## src/rtl/alu_execute.sv

```systemverilog
// Execute-stage ALU: condition check against NZCV, 16 data-processing opcodes,
// optional flag update, and a registered valid/ready output stage.
module alu_execute #(
   parameter logic [3:0] RESET_FLAGS = 4'b0000
) (
   input  logic        clk,
   input  logic        rst_n,
   input  logic        in_valid,
   output logic        in_ready,
   input  logic [3:0]  cond,
   input  logic [3:0]  opcode,
   input  logic        s_flag,
   input  logic [31:0] rn_value,
   input  logic [31:0] operand2,
   input  logic        shifter_carry,
   input  logic [3:0]  rd_index,
   input  logic        flush,
   output logic        out_valid,
   input  logic        out_ready,
   output logic [31:0] result,
   output logic [3:0]  out_rd,
   output logic        out_write,
   output logic [3:0]  flags
);

   localparam int unsigned DW = 32;

   localparam logic [3:0] OP_AND = 4'd0,  OP_EOR = 4'd1,  OP_SUB = 4'd2,  OP_RSB = 4'd3;
   localparam logic [3:0] OP_ADD = 4'd4,  OP_ADC = 4'd5,  OP_SBC = 4'd6,  OP_RSC = 4'd7;
   localparam logic [3:0] OP_TST = 4'd8,  OP_TEQ = 4'd9,  OP_CMP = 4'd10, OP_CMN = 4'd11;
   localparam logic [3:0] OP_ORR = 4'd12, OP_MOV = 4'd13, OP_BIC = 4'd14, OP_MVN = 4'd15;

   logic          flag_n, flag_z, flag_c, flag_v;
   logic          accept;
   logic          cond_pass;
   logic          compare_op;
   logic          arith;
   logic [DW-1:0] op_x, op_y;
   logic          cin;
   logic [DW:0]   sum;
   logic [DW-1:0] alu_res;
   logic [3:0]    new_flags;

   assign {flag_n, flag_z, flag_c, flag_v} = flags;
   assign in_ready   = !flush && (!out_valid || out_ready);
   assign accept     = in_valid && in_ready;
   assign compare_op = (opcode[3:2] == 2'b10);

   // Condition field evaluated against the current flags register
   always_comb begin
      cond_pass = 1'b0;
      case (cond)
         4'd0:    cond_pass = flag_z;
         4'd1:    cond_pass = !flag_z;
         4'd2:    cond_pass = flag_c;
         4'd3:    cond_pass = !flag_c;
         4'd4:    cond_pass = flag_n;
         4'd5:    cond_pass = !flag_n;
         4'd6:    cond_pass = flag_v;
         4'd7:    cond_pass = !flag_v;
         4'd8:    cond_pass = flag_c && !flag_z;
         4'd9:    cond_pass = !flag_c || flag_z;
         4'd10:   cond_pass = (flag_n == flag_v);
         4'd11:   cond_pass = (flag_n != flag_v);
         4'd12:   cond_pass = !flag_z && (flag_n == flag_v);
         4'd13:   cond_pass = flag_z || (flag_n != flag_v);
         4'd14:   cond_pass = 1'b1;
         default: cond_pass = 1'b0;
      endcase
   end

   // Subtracts run as x + ~y + cin so bit 32 is directly NOT-borrow
   always_comb begin
      op_x  = rn_value;
      op_y  = operand2;
      cin   = 1'b0;
      arith = 1'b0;
      case (opcode)
         OP_SUB, OP_CMP: begin op_y = ~operand2; cin = 1'b1;   arith = 1'b1; end
         OP_RSB: begin op_x = operand2; op_y = ~rn_value; cin = 1'b1; arith = 1'b1; end
         OP_ADD, OP_CMN: arith = 1'b1;
         OP_ADC: begin cin = flag_c; arith = 1'b1; end
         OP_SBC: begin op_y = ~operand2; cin = flag_c; arith = 1'b1; end
         OP_RSC: begin op_x = operand2; op_y = ~rn_value; cin = flag_c; arith = 1'b1; end
         default: ;
      endcase
   end

   assign sum = {1'b0, op_x} + {1'b0, op_y} + (DW+1)'(cin);

   always_comb begin
      alu_res = sum[DW-1:0];
      case (opcode)
         OP_AND, OP_TST: alu_res = rn_value & operand2;
         OP_EOR, OP_TEQ: alu_res = rn_value ^ operand2;
         OP_ORR:         alu_res = rn_value | operand2;
         OP_MOV:         alu_res = operand2;
         OP_BIC:         alu_res = rn_value & ~operand2;
         OP_MVN:         alu_res = ~operand2;
         default:        alu_res = sum[DW-1:0];
      endcase
   end

   always_comb begin
      new_flags[3] = alu_res[DW-1];
      new_flags[2] = (alu_res == '0);
      new_flags[1] = arith ? sum[DW] : shifter_carry;
      new_flags[0] = arith ? ((op_x[DW-1] == op_y[DW-1]) && (sum[DW-1] != op_x[DW-1]))
                           : flag_v;
   end

   // Output register and flags
   always_ff @(posedge clk or negedge rst_n) begin
      if (!rst_n) begin
         out_valid <= 1'b0;
         result    <= '0;
         out_rd    <= '0;
         out_write <= 1'b0;
         flags     <= RESET_FLAGS;
      end else begin
         if (accept) begin
            out_valid <= 1'b1;
            result    <= alu_res;
            out_rd    <= rd_index;
            out_write <= cond_pass && !compare_op;
            if (cond_pass && (s_flag || compare_op))
               flags <= new_flags;
         end else if (flush || out_ready) begin
            out_valid <= 1'b0;
         end
      end
   end

endmodule

```

## config.mk

```make
export PLATFORM = sky130hd
export DESIGN_NAME = alu_execute
export DESIGN_NICKNAME = d
export VERILOG_FILES = /design/src/rtl/alu_execute.sv
export SDC_FILE = /design/constraint.sdc
export NUM_CORES = 1
export LEC_CHECK = 0
export CAP_MARGIN = 20
export CORE_ASPECT_RATIO = 2
export CORE_UTILIZATION = 40
export DETAILED_ROUTE_END_ITERATION = 10
export MAX_ROUTING_LAYER = met4
export PLACE_DENSITY = 0.76
export SLEW_MARGIN = 40
export SYNTH_ARGS = -nofsm -noshare
export SYNTH_HDL_FRONTEND = slang
export SYNTH_SLANG_ARGS = --single-unit
```

## constraint.sdc

```tcl
create_clock -name clk -period 5 [get_ports clk]
set_input_delay 0.75 -clock clk [delete_from_list [all_inputs] [get_ports clk]]
set_output_delay 0.75 -clock clk [all_outputs]
set_load 0.03 [all_outputs]
```

Word level (Yosys, flattened, before mapping)
Index checks and enable logic that the tools add are counted.
- order comparisons: 0
- bitwise operators: 6
- reductions and logical operators: 32
- shift operators: 0
- $mul: 0
- equal/unequal tests: 34
- div/mod/pow operators: 0
- mux-type cells: 9
- $add $sub $neg: 2
- operator list (operator ; number):
    one-hot mux 32 bit (6 select lines) ; 1
    bitwise AND 32 bit ; 2
    inverter 32 bit ; 2
    one-hot mux 32 bit (2 select lines) ; 1
    == test 4 bit (second input constant) ; 15
    adder 32 x 32 -> 33 bit ; 1
    adder 33 x 1 -> 33 bit ; 1
    == test 4 x 3 -> 1 bit (second input constant) ; 8
    logical NOT 32 bit ; 1
    2-to-1 mux 32 bit ; 1
    bitwise OR 32 bit ; 1
    XOR 32 bit ; 1
    == test 4 x 2 -> 1 bit (second input constant) ; 4
    one-hot mux 1 bit (15 select lines) ; 1
    OR reduction 3 bit ; 3
    == test 4 x 1 -> 1 bit (second input constant) ; 2
    logical NOT 4 bit ; 2
    OR reduction 8 bit ; 1
    logical AND 1 bit ; 7
    logical NOT 1 bit ; 7
    OR reduction 2 bit ; 3
    logical OR 1 bit ; 5
    2-to-1 mux 1 bit ; 4
    AND reduction 3 bit ; 1
    other kinds (6) ; 8
- logic and storage cells: 89
- RAM bits: 0
- latch bits: 0
- memories kept: 0
- ROM bits: 0
- register bits: 42
- input port bits: 83

Longest topological paths before layout
Gate-level depths: netlist of the first run.
- depth after elaboration: 7
- gate-level depth with buffers: 25
- mapped depth without buffers: 19

Worst setup path before layout of the first run
Ideal clock, no wire load.
- path type: input -> register
- start: input opcode[0]
- end: register flags[2]
- stages: 25
- path buffers: 6
- setup time: 0.066 ns
- setup slack: -0.765 ns
- arrival time: 5.699 ns
- cell sequence: buf_2 inv_2 buf_4 buf_2 clkbuf_1 or3_1 clkbuf_1 o31ai_1 clkbuf_1 nor2_1 a211oi_1 fa_1 inv_1 fa_1 a21o_1 a21oi_1 xor2_1 o211ai_1 or4_1 or4_1 nor4b_2 nand4_1 nor4_1 nand4_1 nand2_1
- cells in the longest elaborated chain, start to end: 7
- elaborated cells between the ends (all ways): 27
- classes of those cells: add/sub (2); eq/ne (13); mux (4); reduce/logical (8)
- RTL lines (what ; RTL line ; text):
    start, declared ; 11 ; input logic [3:0] opcode,
    == test 4 x 3 -> 1 bit, or another cell as far along ; 78 ; case (opcode)
    OR reduction 3 bit (no source line) or OR reduction 2 bit (tied branches) ; n/a ;
    one-hot mux 32 bit (2 select lines) or 2-to-1 mux 32 bit (tied branches) ; 78 ;
    adder 32 x 32 -> 33 bit ; 89 ; assign sum = {1'b0, op_x} + {1'b0, op_y} + (DW+1)'(cin);
    adder 33 x 1 -> 33 bit ; 89 ;
    one-hot mux 32 bit (6 select lines) * ; 93 ; case (opcode)
    logical NOT 32 bit * ; 106 ; new_flags[2] = (alu_res == '0);
    end signal, assigned ; 127 ; flags <= new_flags;
    end, declared ; 23 ; output logic [3:0] flags
Every way passes the cells marked *; elsewhere a longest branch is shown, timed or not.
A chain may end at the register's enable or synchronous reset.

Worst setup path after layout of the first run
Ends and elaborated chain as after synthesis.

==> results of run 1 <==
[final cells by class]
cell class,instances,area (um2)
inverters,78,293
multi-input cells,825,5280
flip-flops and latches,42,1050
well taps,207,259
clock inverters,3,23.8
repair buffers,277,2440
fillers,1656,7210
clock buffers,5,125
[worst paths after layout]
path                                        startpoint                endpoint  slack [ns]  cells past startpoint
min in group clk                result[18]$_DFFE_PN0P_  result[18]$_DFFE_PN0P_        0.48                      2
worst max register to register    flags[1]$_DFFE_PN0P_    flags[2]$_DFFE_PN0P_        0.73                     20
worst min register to register  result[18]$_DFFE_PN0P_  result[18]$_DFFE_PN0P_        0.48                      2
worst min-delay path                             rst_n    flags[0]$_DFFE_PN0P_        0.42                      1
max in group asynchronous                        rst_n  result[18]$_DFFE_PN0P_        4.16                      1
worst max-delay path                         opcode[0]    flags[2]$_DFFE_PN0P_        0.22                     21
[power groups by stage]
stage          logic (mW)  registers [mW]  clock network, mW
3_3_place_gp         1.59           0.489                  0
4_1_cts              1.63           0.488              0.341
5_1_grt              1.79           0.499              0.353
6_report             1.67           0.487              0.336
3_5_place_dp         1.61           0.494                  0
2_1_floorplan       0.698           0.663                  0
[critical path, cell delays in order]
cell	delay, ns
dlygate4sd2_1	0.25
buf_4	0.21
o31ai_4	0.30
nor2_2	0.06
a211oi_2	0.22
fa_2	0.25
inv_2	0.04
fa_2	0.35
a21o_1	0.18
a221o_2	0.43
buf_4	0.16
xor2_1	0.13
o21ai_1	0.16
o211ai_1	0.10
or4_4	0.52
nor4b_4	0.22
nand4_1	0.15
nor4_2	0.18
buf_4	0.16
nand4_1	0.09
nand2_1	0.08
[synthesized netlist by cell type (6+ instances only)]
cell / count / area, um2
a221oi_1: 8 / 70.1
xor2_1: 10 / 87.6
o211ai_1: 10 / 75.1
nor2b_1: 15 / 93.8
nand2b_1: 6 / 37.5
nor3_1: 16 / 80.1
xnor2_1: 12 / 105
or3_1: 7 / 43.8
nand2_1: 170 / 638
nand3_1: 20 / 100
nor2_1: 64 / 240
o221ai_1: 8 / 70.1
o21ai_0: 145 / 726
o21ai_1: 6 / 30.0
inv_1: 76 / 285
o21a_1: 7 / 52.6
buf_1: 7 / 26.3
mux2i_1: 9 / 90.1
o32ai_1: 9 / 78.8
nand4_1: 11 / 68.8
a31oi_1: 13 / 81.3
a21oi_1: 76 / 380
mux2_2: 7 / 78.8
dfrtp_1: 42 / 1050
a211oi_1: 19 / 143
ha_1: 63 / 788
a21o_1: 13 / 97.6
and3_1: 9 / 56.3
clkbuf_1: 48 / 180
a22oi_1: 7 / 52.6
a32oi_1: 6 / 52.6
o31ai_1: 8 / 60.1
buf_2: 11 / 55.1
[through the flow]
| step | power, mW | cells | TNS [ns] |
|---|---|---|---|
| 3_5_place_dp | 2.10 | 1424 | -2.91 |
| 2_1_floorplan | 1.36 | 1017 | -0.235 |
| 4_1_cts | 2.46 | 1435 | 0 |
| 6_report | 2.49 | 1437 | 0 |
| 3_3_place_gp | 2.08 | 1424 | -2.34 |
| 5_1_grt | 2.64 | 1437 | 0 |
[what timing repair did]
| item | 4_1_cts | 5_1_grt |
|---|---|---|
| endpoints found under the setup margin | 5 | 5 |
| hold endpoints to repair | 0 | 0 |
| gates resized for setup | 14 | 19 |
| pin swaps | 18 | 12 |
| setup buffers | 3 | 2 |
[sequential cells by signal, summed over array words and instances, names as in the netlist]
register	count
result	32
flags	4
out_rd	4
out_valid	1
out_write	1
[kinds of logic (layout without fill, tap and decap cells)]
| family | after synthesis | count (layout) | synth area share, % |
|---|---|---|---|
| multiplexers | 17 | 17 | 2.66 |
| AND/OR/NAND/NOR | 340 | 340 | 22.6 |
| flip-flops | 42 | 42 | 15.5 |
| XOR/XNOR | 22 | 22 | 2.84 |
| AO/OA/AOI/OAI | 381 | 381 | 35.3 |
| buffers and inverters | 150 | 363 | 8.81 |
| adder cells (fa/ha/maj) | 65 | 65 | 12.2 |
[routing by layer]
metal	vias up	part of all wire (%)
met1	3974	36
li1	4109	-
met5	-	0
met3	119	4.8
met2	349	52
met4	0	7.1
==> results.sh, run 1 <==
export IMPL_outcome="finished, final reports clean"
export IMPL_grt_use_met3_pct=2.21
export IMPL_cts_buffers=5
export IMPL_htree_levels=2
export IMPL_antennaDiodeCount=0
export IMPL_ys_ff_latch=42
export IMPL_grt_pass1_vias=8092
export IMPL_fin_hold_ws_ns=0.424
export IMPL_routed_wl_um=27000
export IMPL_tightest_slew_ns=0.641
export IMPL_io_buffers=125
export IMPL_postPlaceCellArea_um2=9160
export IMPL_worstPathArrival_ns=5.01
export IMPL_gr_total_overflow=0
export IMPL_worst_setup_path_end_kind="flop"
export IMPL_use_met2_pct=57.0
export IMPL_viasPerCell=5.95
export IMPL_hold_violations=0
export IMPL_die_w_um=94.0
export IMPL_drtPass1Iterations=8
export IMPL_p_per_area_nw_per_um2=263
export IMPL_fin_util_pct=56.8
export IMPL_die_area_um2=17500
export IMPL_grt_pass1_wl_um=41100
export IMPL_clock_sinks=42
export IMPL_place_gp_congestion=1.02
export IMPL_top_usage_layer="met2"
export IMPL_peakVddDrop_mv=0.170
export IMPL_fin_skew_ns=0.0221
export IMPL_final_cell_mix="nand2_1 (170), buf_4 (148), o21ai_0 (140)"
export IMPL_cts_root_buf="clkbuf_16"
export IMPL_clk_pin_slew_ns=0.08
export IMPL_final_common_cell="nand2_1"
export IMPL_worstHoldPathType="in2async"
export IMPL_cts_tree="built"
export IMPL_ys_seq_area_share_pct=15.5
export IMPL_synth_fp_nets=1165
export IMPL_ys_types=72
export IMPL_clockBufferDepth=2
export IMPL_p_clk_share_pct=13.5
export IMPL_nets=1377
export IMPL_power_leakage_nw=4.29
export IMPL_initial_utilization_pct=40.6
export IMPL_num_rows=67
export IMPL_critPathKind="in2reg"
export IMPL_synth_area_um2=6770
export IMPL_gr_usage_met1_pct=32.0
export IMPL_syn_inst=1017
export IMPL_drtIter0Drc=570
export IMPL_power_frac_comb_pct=66.9
export IMPL_ios=126
export IMPL_async_flop_share_pct=100
export IMPL_maxCapViolCount=0
export IMPL_p_sw_mw=1.11
export IMPL_wl_per_cell_um=18.8
export IMPL_drive_above_1_share_pct=16.3
export IMPL_yosys_warnings=0
export IMPL_dp_hpwl_um=21600
export IMPL_clk_latency_ns=0.30
export IMPL_required_ns=5.23
export IMPL_core_um2=16700
export IMPL_synth_edf_count=0
export IMPL_grt_max_degree=51
export IMPL_slew_headroom_pct=57.1
export IMPL_min_period_over_period_pct=95.6
export IMPL_num_vias=8551
export IMPL_antenna_found_initial=0
export IMPL_dp_slack_ns=-0.540
export IMPL_holdBufCountCts=0
export IMPL_rsz0062_at_grt="no"
export IMPL_p_sw_share_pct=44.8
export IMPL_synthFlopType="dfrtp_1"
export IMPL_drc=0
export IMPL_final_setup_worst_slack_ns=0.221
export IMPL_grt_usage_pct=31.6
export IMPL_syn_area_per_cell_um2=6.66
export IMPL_fin_crit_ns=4.78
export IMPL_seq_power_share_pct=19.6
export IMPL_setup_viol=0
export IMPL_timing_fmax_ghz=0.209
export IMPL_worstPathMaxFanout=17
export IMPL_maxSlewViolCount=0
export IMPL_cp_start_kind="primary input"
export IMPL_p_int_mw=1.37
export IMPL_final_cell_area_um2=9480
export IMPL_die_y_um=186
export IMPL_area_growth_pct=39.9
export IMPL_antenna_left=0
No activity file was read; power rests on OpenSTA's default activity.
==> inputs of run 2 (changes only) <==
--- a/config.mk
+++ b/config.mk
@@ -5,6 +5,7 @@
 export SDC_FILE = /design/constraint.sdc
 export NUM_CORES = 1
 export LEC_CHECK = 0
+export ABC_AREA = 0
 export CAP_MARGIN = 20
 export CORE_ASPECT_RATIO = 2
 export CORE_UTILIZATION = 40
==> results of run 2 <==
Final layout, timing and power as in run 1 (identical DEF).
==> inputs of run 3 (changes only) <==
--- a/config.mk
+++ b/config.mk
@@ -5,13 +5,14 @@
 export SDC_FILE = /design/constraint.sdc
 export NUM_CORES = 1
 export LEC_CHECK = 0
-export ABC_AREA = 0
 export CAP_MARGIN = 20
 export CORE_ASPECT_RATIO = 2
 export CORE_UTILIZATION = 40
+export CTS_BUF_LIST = sky130_fd_sc_hd__clkbuf_2 sky130_fd_sc_hd__clkbuf_4 sky130_fd_sc_hd__clkbuf_8
 export DETAILED_ROUTE_END_ITERATION = 10
 export MAX_ROUTING_LAYER = met4
 export PLACE_DENSITY = 0.76
+export REMOVE_ABC_BUFFERS = 1
 export SLEW_MARGIN = 40
 export SYNTH_ARGS = -nofsm -noshare
 export SYNTH_HDL_FRONTEND = slang
==> run 3 against run 2 <==
  * Count of clock-buffer cells in the layout up 1
  * Hold slack worse by 0.019 ns
  * Sequential cell count stayed put
  * Largest power group unchanged
==> results.sh, run 3 (synthesis gave the netlist of run 1 again) <==
export IMPL_place_gp_congestion=1.04
export IMPL_cts_buffers=5
export IMPL_clockBufferDepth=2
export IMPL_slowest_delay_ns=0.41
export IMPL_viasPerCell=6.18
export IMPL_grt_usage_pct=34.0
export IMPL_clock_sinks=42
export IMPL_fin_skew_ns=0.0159
export IMPL_dp_hpwl_um=21300
export IMPL_maxSlewViolCount=0
export IMPL_peakVddDrop_mv=0.142
export IMPL_antenna_found_initial=0
export IMPL_register_area_um2=1050
export IMPL_antennaDiodeCount=0
export IMPL_p_int_mw=1.35
export IMPL_critPathSlowestCell="a221o_1"
export IMPL_fin_crit_ns=4.72
export IMPL_die_area_um2=17500
export IMPL_setup_worst_path_end="flags[2]$_DFFE_PN0P_"
export IMPL_reg2reg_from="flags[1]$_DFFE_PN0P_"
export IMPL_fin_util_pct=56.1
export IMPL_cp_start_kind="primary input"
export IMPL_antenna_left=0
export IMPL_postPlaceCellArea_um2=9110
export IMPL_core_um2=16700
export IMPL_largest_register="result"
export IMPL_num_rows=67
export IMPL_drtIter0Drc=604
export IMPL_crit_start="opcode[0]"
export IMPL_r2r_end="flags[2]$_DFFE_PN0P_"
export IMPL_critPathKind="in2reg"
export IMPL_timing_fmax_ghz=0.212
export IMPL_clk_pin_slew_ns=0.10
export IMPL_grt_pass1_vias=8557
export IMPL_hold_violations=0
export IMPL_p_sw_share_pct=45.2
export IMPL_gr_total_overflow=0
export IMPL_drc=0
export IMPL_initial_utilization_pct=40.6
export IMPL_die_y_um=186
export IMPL_cts_tree="built"
export IMPL_largest_reg_flops=32
export IMPL_io_buffers=125
export IMPL_final_cell_mix="nand2_1 (170), buf_4 (146), o21ai_0 (141)"
export IMPL_clk_latency_ns=0.33
export IMPL_nets=1375
export IMPL_ff2ff_path_depth=18
export IMPL_maxCapViolCount=0
export IMPL_worstPathArrival_ns=4.98
export IMPL_wl_met2_um=13700
export IMPL_routed_wl_um=28600
export IMPL_worstPathMaxFanout=7
export IMPL_power_leakage_nw=4.25
export IMPL_slew_headroom_pct=54.2
export IMPL_rrSetupSlack_ns=0.77
export IMPL_htree_levels=2
export IMPL_drtPass1Iterations=6
export IMPL_ios=126
export IMPL_power_frac_comb_pct=68.1
export IMPL_final_cell_area_um2=9360
export IMPL_outcome="finished, final reports clean"
export IMPL_p_clk_share_pct=11.9
export IMPL_wl_met1_um=9550
export IMPL_reg_top3="result: 32 flops, flags: 4 flops, out_rd: 4 flops"
export IMPL_grt_max_degree=91
export IMPL_seq_power_share_pct=20.0
export IMPL_num_vias=8865
export IMPL_tightest_slew_ns=0.670
export IMPL_drive_above_1_share_pct=16.0
export IMPL_grt_pass1_wl_um=43600
export IMPL_setup_viol=0
export IMPL_top_layer="met4"
export IMPL_worstHoldPathType="in2async"
export IMPL_cts_root_buf="clkbuf_8"
export IMPL_multi_input_area_um2=5240
export IMPL_required_ns=5.25
export IMPL_final_common_cell="nand2_1"
export IMPL_area_growth_pct=38.1
export IMPL_wl_per_cell_um=19.9
export IMPL_crit_chain="clkbuf_2 > inv_2 > or3_4 > o31ai_4 > buf_6 > buf_4 > nand2_1 > o21ai_0 > o21ai_0 > ha_1 > buf_4 > and3_1 > a221o_1 > a211oi_2 > o41ai_2 > a221o_1 > o41ai_2 > xor2_1 > o21ai_1 > nor4b_2 > nand4_1 > nand2_1"
export IMPL_num_fill_cells=1606
export IMPL_min_period_over_period_pct=94.5
export IMPL_worst_setup_path_end_kind="flop"
export IMPL_p_per_area_nw_per_um2=263
export IMPL_holdBufCountCts=0
export IMPL_p_sw_mw=1.11
export IMPL_met3_length_um=2030
export IMPL_die_w_um=94.0
-- run 3: cell count changes in the layout (fill, tap and decap cells not counted), moves of 2 or more --
cell        previous run  this run
nor4b_2                0         2
nor4b_1                2         0
buf_12                 3         1
buf_4                148       146
clkbuf_16              5         0
clkinvlp_4             2         0
clkbuf_8               0         6
-- run 3: power groups by stage --
stage / sequential (mW) / clock, mW / combinational, mW
final: 0.491 / 0.293 / 1.67
after global routing: 0.505 / 0.309 / 1.80
after CTS: 0.489 / 0.289 / 1.63
after floorplan: 0.663 / 0 / 0.658
after global placement: 0.493 / 0 / 1.59
after detailed placement: 0.495 / 0 / 1.61
-- run 3: how the worst min path moves through the flow --
stage | to | slack, ns | depth (start not counted)
after floorplan | flags[0]$_DFFE_PN0P_ | 0.45 | 0
after global placement | result[20]$_DFFE_PN0P_ | 0.46 | 2
after detailed placement | result[15]$_DFFE_PN0P_ | 0.46 | 2
after CTS | out_valid$_DFFE_PN0P_ | 0.44 | 1
after global routing | out_valid$_DFFE_PN0P_ | 0.45 | 1
final | out_valid$_DFFE_PN0P_ | 0.41 | 1
-- run 3: per-stage QoR --
step,std cells,setup slack [ns],TNS [ns],power [mW],hold slack [ns]
floorplan,945,-1.79,-30.99,1.32,0.454
global placement,1424,-0.643,-4.49,2.08,0.460
detailed placement,1424,-0.759,-5.61,2.11,0.461
CTS,1431,0.0312,0,2.41,0.443
global route,1434,-0.00254,-0.00254,2.62,0.451
finish,1434,0.276,0,2.46,0.405
-- run 3: cell type report --
type	count	share of cell area [%]
Timing Repair Buffer	275	25.7
Inverter	78	3.13
Tap cell	207	2.77
Sequential cell	42	11.2
Clock buffer	6	0.883
Clock inverter	1	0.321
Multi-Input combinational cell	825	56.0
-- run 3: repair_timing --
item / CTS / global route
pin swaps: 4 / 16
buffers inserted: 0 / 3
gates resized for setup: 12 / 21
setup endpoints to repair: 9 / 6
-- run 3: critical path, delay by kind of cell --
family	cells	cell delay, ns
adder cells (fa/ha/maj)	1	0.34
XOR/XNOR	1	0.21
AND/OR/NAND/NOR	6	1.11
AO/OA/AOI/OAI	9	1.82
buffers and inverters	5	0.73
-- run 3: per-layer routing --
layer	GRT usage, %	vias to the layer above
li1	-	4116
met1	32.7	4109
met2	56.4	434
met3	5.39	206
met4	32.9	0
met5	-	-
